**config.mk**
```make
export PLATFORM = sky130hd
export DESIGN_NAME = hms_time_counter
export DESIGN_NICKNAME = d
export VERILOG_FILES = /design/src/rtl/hms_pkg.sv /design/src/rtl/wrap_field_counter.sv /design/src/rtl/hms_time_counter.sv
export SDC_FILE = /design/constraint.sdc
export NUM_CORES = 1
export LEC_CHECK = 0
export ABC_AREA = 1
export CAP_MARGIN = 10
export CORE_MARGIN = 1.5
export CORE_UTILIZATION = 40
export CTS_CLUSTER_SIZE = 10
export DETAILED_ROUTE_END_ITERATION = 16
export GPL_ROUTABILITY_DRIVEN = 0
export PLACE_DENSITY = 0.75
export SLEW_MARGIN = 20
export SYNTH_ARGS = -nofsm -noshare
export SYNTH_HDL_FRONTEND = slang
export SYNTH_HIERARCHICAL = 1
export SYNTH_SLANG_ARGS = --single-unit
```
**constraint.sdc**
```tcl
create_clock -name clk -period 5.2 [get_ports clk]
set_clock_uncertainty 0.1 [all_clocks]
set_input_delay 0.52 -clock clk [delete_from_list [all_inputs] [get_ports clk]]
set_output_delay 0.52 -clock clk [all_outputs]
set_load 0.05 [all_outputs]
```
**src/rtl/hms_pkg.sv**
```systemverilog
// Shared types and default limits for the hms_time_counter block.
// Field-select codes, RUN/HOLD states and default wrap limits.
package hms_pkg;

  typedef enum logic [1:0] {
    SEL_SEC  = 2'd0,
    SEL_MIN  = 2'd1,
    SEL_HR   = 2'd2,
    SEL_RSVD = 2'd3
  } sel_e;

  typedef enum logic {
    ST_RUN  = 1'b0,
    ST_HOLD = 1'b1
  } state_e;

  localparam int DEF_W         = 8;
  localparam int DEF_SEC_LIMIT = 59;
  localparam int DEF_MIN_LIMIT = 59;
  localparam int DEF_HR_LIMIT  = 23;

endpackage

```
**src/rtl/wrap_field_counter.sv**
```systemverilog
// One time field: modulo-(LIMIT+1) counter with saturating load.
// wrap is a same-cycle carry out, only produced by inc, never by load.
module wrap_field_counter
  import hms_pkg::*;
#(
  parameter int W     = DEF_W,
  parameter int LIMIT = DEF_SEC_LIMIT
) (
  input  logic         clk,
  input  logic         rst,
  input  logic         inc,
  input  logic         load,
  input  logic [W-1:0] load_val,
  output logic [W-1:0] value,
  output logic         wrap
);

  localparam logic [W-1:0] LIM = W'(LIMIT);

  logic [W-1:0] sat_val;
  logic         at_lim;

  assign sat_val = (load_val > LIM) ? LIM : load_val;
  assign at_lim  = (value == LIM);
  assign wrap    = inc && at_lim;

  // Field register: reset, then load, then wrapping increment.
  always_ff @(posedge clk) begin
    if (rst) begin
      value <= '0;
    end else if (load) begin
      value <= sat_val;
    end else if (inc) begin
      value <= at_lim ? '0 : value + W'(1);
    end
  end

endmodule

```
**src/rtl/hms_time_counter.sv**
```systemverilog
// Cascaded h:m:s counter with RUN/HOLD set mode and 12h view.
// Optional alarm comparator enabled by defining HMS_ALARM_EN.
module hms_time_counter
  import hms_pkg::*;
#(
  parameter int W         = DEF_W,
  parameter int SEC_LIMIT = DEF_SEC_LIMIT,
  parameter int MIN_LIMIT = DEF_MIN_LIMIT,
  parameter int HR_LIMIT  = DEF_HR_LIMIT
) (
  input  logic         clk,
  input  logic         rst,
  input  logic         tick,
  input  logic         hold,
  input  logic         set_valid,
  output logic         set_ready,
  input  logic [1:0]   set_sel,
  input  logic [W-1:0] set_value,
  input  logic         mode_12h,
`ifdef HMS_ALARM_EN
  input  logic         alarm_arm,
  input  logic [W-1:0] alarm_hr,
  input  logic [W-1:0] alarm_min,
  output logic         alarm,
`endif
  output logic [W-1:0] seconds,
  output logic [W-1:0] minutes,
  output logic [W-1:0] hours,
  output logic         pm,
  output logic         day_carry,
  output logic         running
);

  localparam bit TWELVE_OK = (HR_LIMIT == 23);

  state_e       state;
  state_e       state_nx;
  logic         accept;
  logic         inc_sec;
  logic         ld_sec;
  logic         ld_min;
  logic         ld_hr;
  logic         sec_wrap;
  logic         min_wrap;
  logic         hr_wrap;
  logic [W-1:0] hr_int;

  assign accept  = set_valid && set_ready;
  assign inc_sec = tick && (state == ST_RUN);

  // State register.
  always_ff @(posedge clk) begin
    if (rst) state <= ST_RUN;
    else     state <= state_nx;
  end

  // Next state: hold level selects HOLD, from either state.
  always_comb begin
    state_nx = state;
    unique case (state)
      ST_RUN:  if (hold)  state_nx = ST_HOLD;
      ST_HOLD: if (!hold) state_nx = ST_RUN;
      default: state_nx = ST_RUN;
    endcase
  end

  // Outputs decoded from the registered state.
  always_comb begin
    running   = (state == ST_RUN);
    set_ready = (state == ST_HOLD);
  end

  // Route an accepted load to the selected field.
  always_comb begin
    ld_sec = 1'b0;
    ld_min = 1'b0;
    ld_hr  = 1'b0;
    if (accept) begin
      unique case (sel_e'(set_sel))
        SEL_SEC:  ld_sec = 1'b1;
        SEL_MIN:  ld_min = 1'b1;
        SEL_HR:   ld_hr  = 1'b1;
        SEL_RSVD: ;
        default:  ;
      endcase
    end
  end

  wrap_field_counter #(.W(W), .LIMIT(SEC_LIMIT)) u_sec (
    .clk      (clk),
    .rst      (rst),
    .inc      (inc_sec),
    .load     (ld_sec),
    .load_val (set_value),
    .value    (seconds),
    .wrap     (sec_wrap)
  );

  wrap_field_counter #(.W(W), .LIMIT(MIN_LIMIT)) u_min (
    .clk      (clk),
    .rst      (rst),
    .inc      (sec_wrap),
    .load     (ld_min),
    .load_val (set_value),
    .value    (minutes),
    .wrap     (min_wrap)
  );

  wrap_field_counter #(.W(W), .LIMIT(HR_LIMIT)) u_hr (
    .clk      (clk),
    .rst      (rst),
    .inc      (min_wrap),
    .load     (ld_hr),
    .load_val (set_value),
    .value    (hr_int),
    .wrap     (hr_wrap)
  );

  // Day rollover pulse, one cycle after the hours field wraps.
  always_ff @(posedge clk) begin
    if (rst) day_carry <= 1'b0;
    else     day_carry <= hr_wrap;
  end

  // 12h presentation of the internal 24h hour count.
  always_comb begin
    hours = hr_int;
    pm    = 1'b0;
    if (TWELVE_OK && mode_12h) begin
      if (hr_int == '0) begin
        hours = W'(12);
      end else if (hr_int >= W'(12)) begin
        pm = 1'b1;
        if (hr_int != W'(12)) hours = hr_int - W'(12);
      end
    end
  end

`ifdef HMS_ALARM_EN
  logic tick_d;

  // Remember that the last edge advanced the time by a tick.
  always_ff @(posedge clk) begin
    if (rst) tick_d <= 1'b0;
    else     tick_d <= inc_sec;
  end

  // Alarm matches only on tick-driven arrival at hh:mm:00.
  always_comb begin
    alarm = tick_d && alarm_arm
         && (seconds == '0)
         && (minutes == alarm_min)
         && (hr_int == alarm_hr);
  end
`endif

endmodule

```
==> metrics.csv <==
stage,metric,value,unit
status,outcome,"finished, final reports clean",
power,Comb pwr share,0.243,
sta,endpoints failing hold,0,
yosys,post-synthesis register bit count,26,
clock_tree,Num CTS Buffers,3,
min_path,Hold WC Path Type,register to register,
grt,Overflow after GRT,0,
yosys,Synth Area per Inst,6.28,um^2
sta,max-slew violation count,0,
floorplanning,die area,0.00554,mm^2
sta,fmax,333,MHz
drt,routed wire length,4500,um
power,worst vdd ir,0.111,mV
sta,Tmin final,3010,ps
place,Placed Instances,432,
setup_path,"most used cell, CP",nand2_1,
setup_path,crit-path max cell delay,780,ps
yosys,sequential fraction of the synthesis area,0.255,
sta,final setup vio count,0,
setup_path,CP Capture Type,primary output,
cells_and_area,Layout area overhead,26.1,%
place,port buffer count,43,
yosys,post-synth net total,346,
grt,GR Layer Usage met3,0.0190,
sta,RSZ-0062 raised after global routing,no,
job,Max-cap violations,0,
clock_tree,clk sinks,26,
power,NetSw,0.131,mW
grt,GR peak layer,met2,
grt,met1 Use GR,0.243,
clock_tree,# hold bufs at CTS,0,
power,sequential fraction of design power,0.499,
clock_tree,clk root buf,clkbuf_8,
drt,drt first-iter violations,86,
grt,first-pass GRT wire length,7890,um
floorplanning,Die Span X,74.5,um
power,Int Pwr,0.294,mW
sta,worst slew pin tran,1000,ps
floorplanning,row count,25,
setup_path,Worst Path Max Fanout,5,
grt,routing usage on met2,0.301,
clock_tree,post-CTS setup buffer count,0,
drt,vias per cell,4.80,
sta,fin crit share,0.578,
clock_tree,CTS max path bufs,2,
grt,vias in the first global route,1840,
yosys,synthesized area,0.00204,mm^2
power,LEAKAGE,1.11,nW
clock_tree,H-Tree Depth,1,
place,hpwl dp,3550,um
yosys,Syn Inst Count,325,
power,PD cells,165,mW/mm^2
cells_and_area,# fillers,492,
drt,# DRC,0,
floorplanning,core area,0.00482,mm^2
cells_and_area,Post-Layout Cell Count,435,
setup_path,WP data required,4580,ps
drt,TritonRoute pass-1 iters,4,
clock_tree,CTS tree,built,
grt,GRT Overall Usage,0.177,
floorplanning,I/O pin count,44,
drt,WL/cell,10.3,um
cells_and_area,number of diodes,0,
setup_path,Critical Path AT,2390,ps
power,Clk pwr share,0.258,
clock_tree,clk slew on worst S/H paths,80,ps
setup_path,"delay-heaviest family, CP",buffers and inverters,
setup_path,crit-path cells,clkdlybuf4s50_1 > inv_2 > nor2_2 > nand2_1 > nor2_2 > nand2_1 > nand2_1 > nand2_1 > inv_1 > clkdlybuf4s50_1,
cells_and_area,share of layout cells above drive strength 1,0.125,
floorplanning,Starting Density,0.424,
clock_tree,"Clk Latency, worst-skew pair",260,ps
setup_path,buffers and inverters on the worst path,4,
grt,initial antenna violation count,0,
setup_path,crit start category,input port,
drt,antenna-violating nets left,0,
sta,Sum Neg Setup Slack,0,ps
grt,largest net degree at the start of global routing,17,
setup_path,Setup CP Type,input port to primary output,
setup_path,Crit-path slowest cell,clkdlybuf4s50_1,
sta,Rel. slew slack,0.328,
yosys,Ys Warns,6,
cells_and_area,final net count,391,
yosys,synth unique cells,30,
clock_tree,PostCTS Resize Cnt,0,
floorplanning,die height,74.5,um
drt,vias post-DR,2089,
power,sw frac,0.307,
power by group through the flow:
stage	clock network (mW)	registers [mW]	logic [mW]
2_1_floorplan	0	0.230	0.0504
3_3_place_gp	0	0.217	0.102
3_5_place_dp	0	0.217	0.103
4_1_cts	0.118	0.212	0.103
5_1_grt	0.126	0.213	0.111
6_report	0.110	0.212	0.103
state kept, by name, indices dropped and copies added (netlist names):
name	flops
day_carry	1
u_hr/value	8
set_ready	1
u_min/value	8
u_sec/value	8
worst min-delay path, cell delays in order (launching register included):
cell and delay, ps:
dfxtp_1 350, xnor2_1 140, nor2_2 70
logic make-up after synthesis:
| logic type | Yosys count | share of synthesized area |
|---|---|---|
| xor gates and xnor gates | 10 | 0.0429 |
| AOI/OAI and AO/OA | 38 | 0.109 |
| DFF | 26 | 0.255 |
| buffers and inverters | 57 | 0.110 |
| adders and majority gates | 5 | 0.0306 |
| and+or+nand+nor | 189 | 0.452 |
routing by layer:
metal	wire length [um]	part of all wire
met2	2040	0.45
met4	20	0.0044
met1	2200	0.49
met3	242	0.054
met5	0	0
final timing paths:
kind,slack [ps],cells past startpoint,to,start
worst max-delay path,2190,10,hours[7],mode_12h
worst min-delay path,500,2,u_min/value[6],u_min/value[6]
worst max register to register,3070,13,u_hr/value[3],u_sec/value[0]
worst min register to register,500,2,u_min/value[6],u_min/value[6]
per-stage QoR:
step                      instance area (um^2)  setup slack (ps)   util  total power, mW  hold WS, ps
after floorplan                           2040              2710      -            0.280          461
after detailed placement                  2530              2190  0.526            0.319          468
final                                     2570              2190  0.535            0.425          497
after global placement                    2530              2230  0.526            0.319          457
after global routing                      2570              2020  0.535            0.451          522
after CTS                                 2570              2180  0.535            0.433          497
synth_stat cells:
| cell type | count | area share |
|---|---|---|
| nor2_1 | 50 | 0.092 |
| dfxtp_1 | 26 | 0.25 |
| nand2_1 | 62 | 0.11 |
| a21oi_1 | 17 | 0.042 |
| ha_1 | 5 | 0.031 |
| or2_0 | 2 | 0.0061 |
| o22ai_2 | 2 | 0.012 |
| xnor2_1 | 6 | 0.026 |
| clkbuf_1 | 2 | 0.0037 |
| clkinv_1 | 2 | 0.0037 |
| o21a_1 | 1 | 0.0037 |
| inv_2 | 6 | 0.011 |
| nor3b_2 | 2 | 0.012 |
| nand4_1 | 9 | 0.028 |
| nand3_1 | 29 | 0.071 |
| o21ai_1 | 3 | 0.0074 |
| nor3_1 | 4 | 0.0098 |
| nor2_4 | 2 | 0.011 |
| o22ai_1 | 2 | 0.0061 |
| xor2_1 | 4 | 0.017 |
| o21bai_1 | 2 | 0.0074 |
| nand2_2 | 7 | 0.021 |
| nand2_4 | 1 | 0.0055 |
| o21ai_0 | 9 | 0.022 |
| nor2_2 | 15 | 0.046 |
| nor3_4 | 2 | 0.016 |
| buf_8 | 1 | 0.0074 |
| nand3_2 | 4 | 0.020 |
| inv_1 | 46 | 0.085 |
| o21ai_2 | 2 | 0.0086 |
cells in the final DEF (no fill, tap or decap):
master            n
nand2_4           1
nor3_1            4
nor2_4            2
o22ai_2           2
o21bai_1          2
clkbuf_8          3
clkdlybuf4s50_1  43
inv_1            46
o21a_1            1
nand3_1          29
inv_2             6
xnor2_1           6
a21oi_1          17
nand2_1          62
nand4_1           9
o21ai_0           9
o22ai_1           2
xor2_1            4
nor2_1           50
nor2_2           15
nor3_4            2
or2_0             2
dfxtp_1          26
o21ai_2           2
nand3_2           4
ha_1              5
nand2_2           7
clkinv_1          2
o21ai_1           3
nor3b_2           2
cell type report:
cell class | instances | area (um^2) | share of cell area
Timing Repair Buffer | 43 | 430 | 0.167
Tap cell | 67 | 83.8 | 0.0326
Multi-Input combinational cell | 242 | 1300 | 0.503
Clock buffer | 3 | 41.3 | 0.0160
Sequential cell | 26 | 520 | 0.202
Inverter | 54 | 203 | 0.0787
Note: power is estimated with default switching activity, not from simulation.
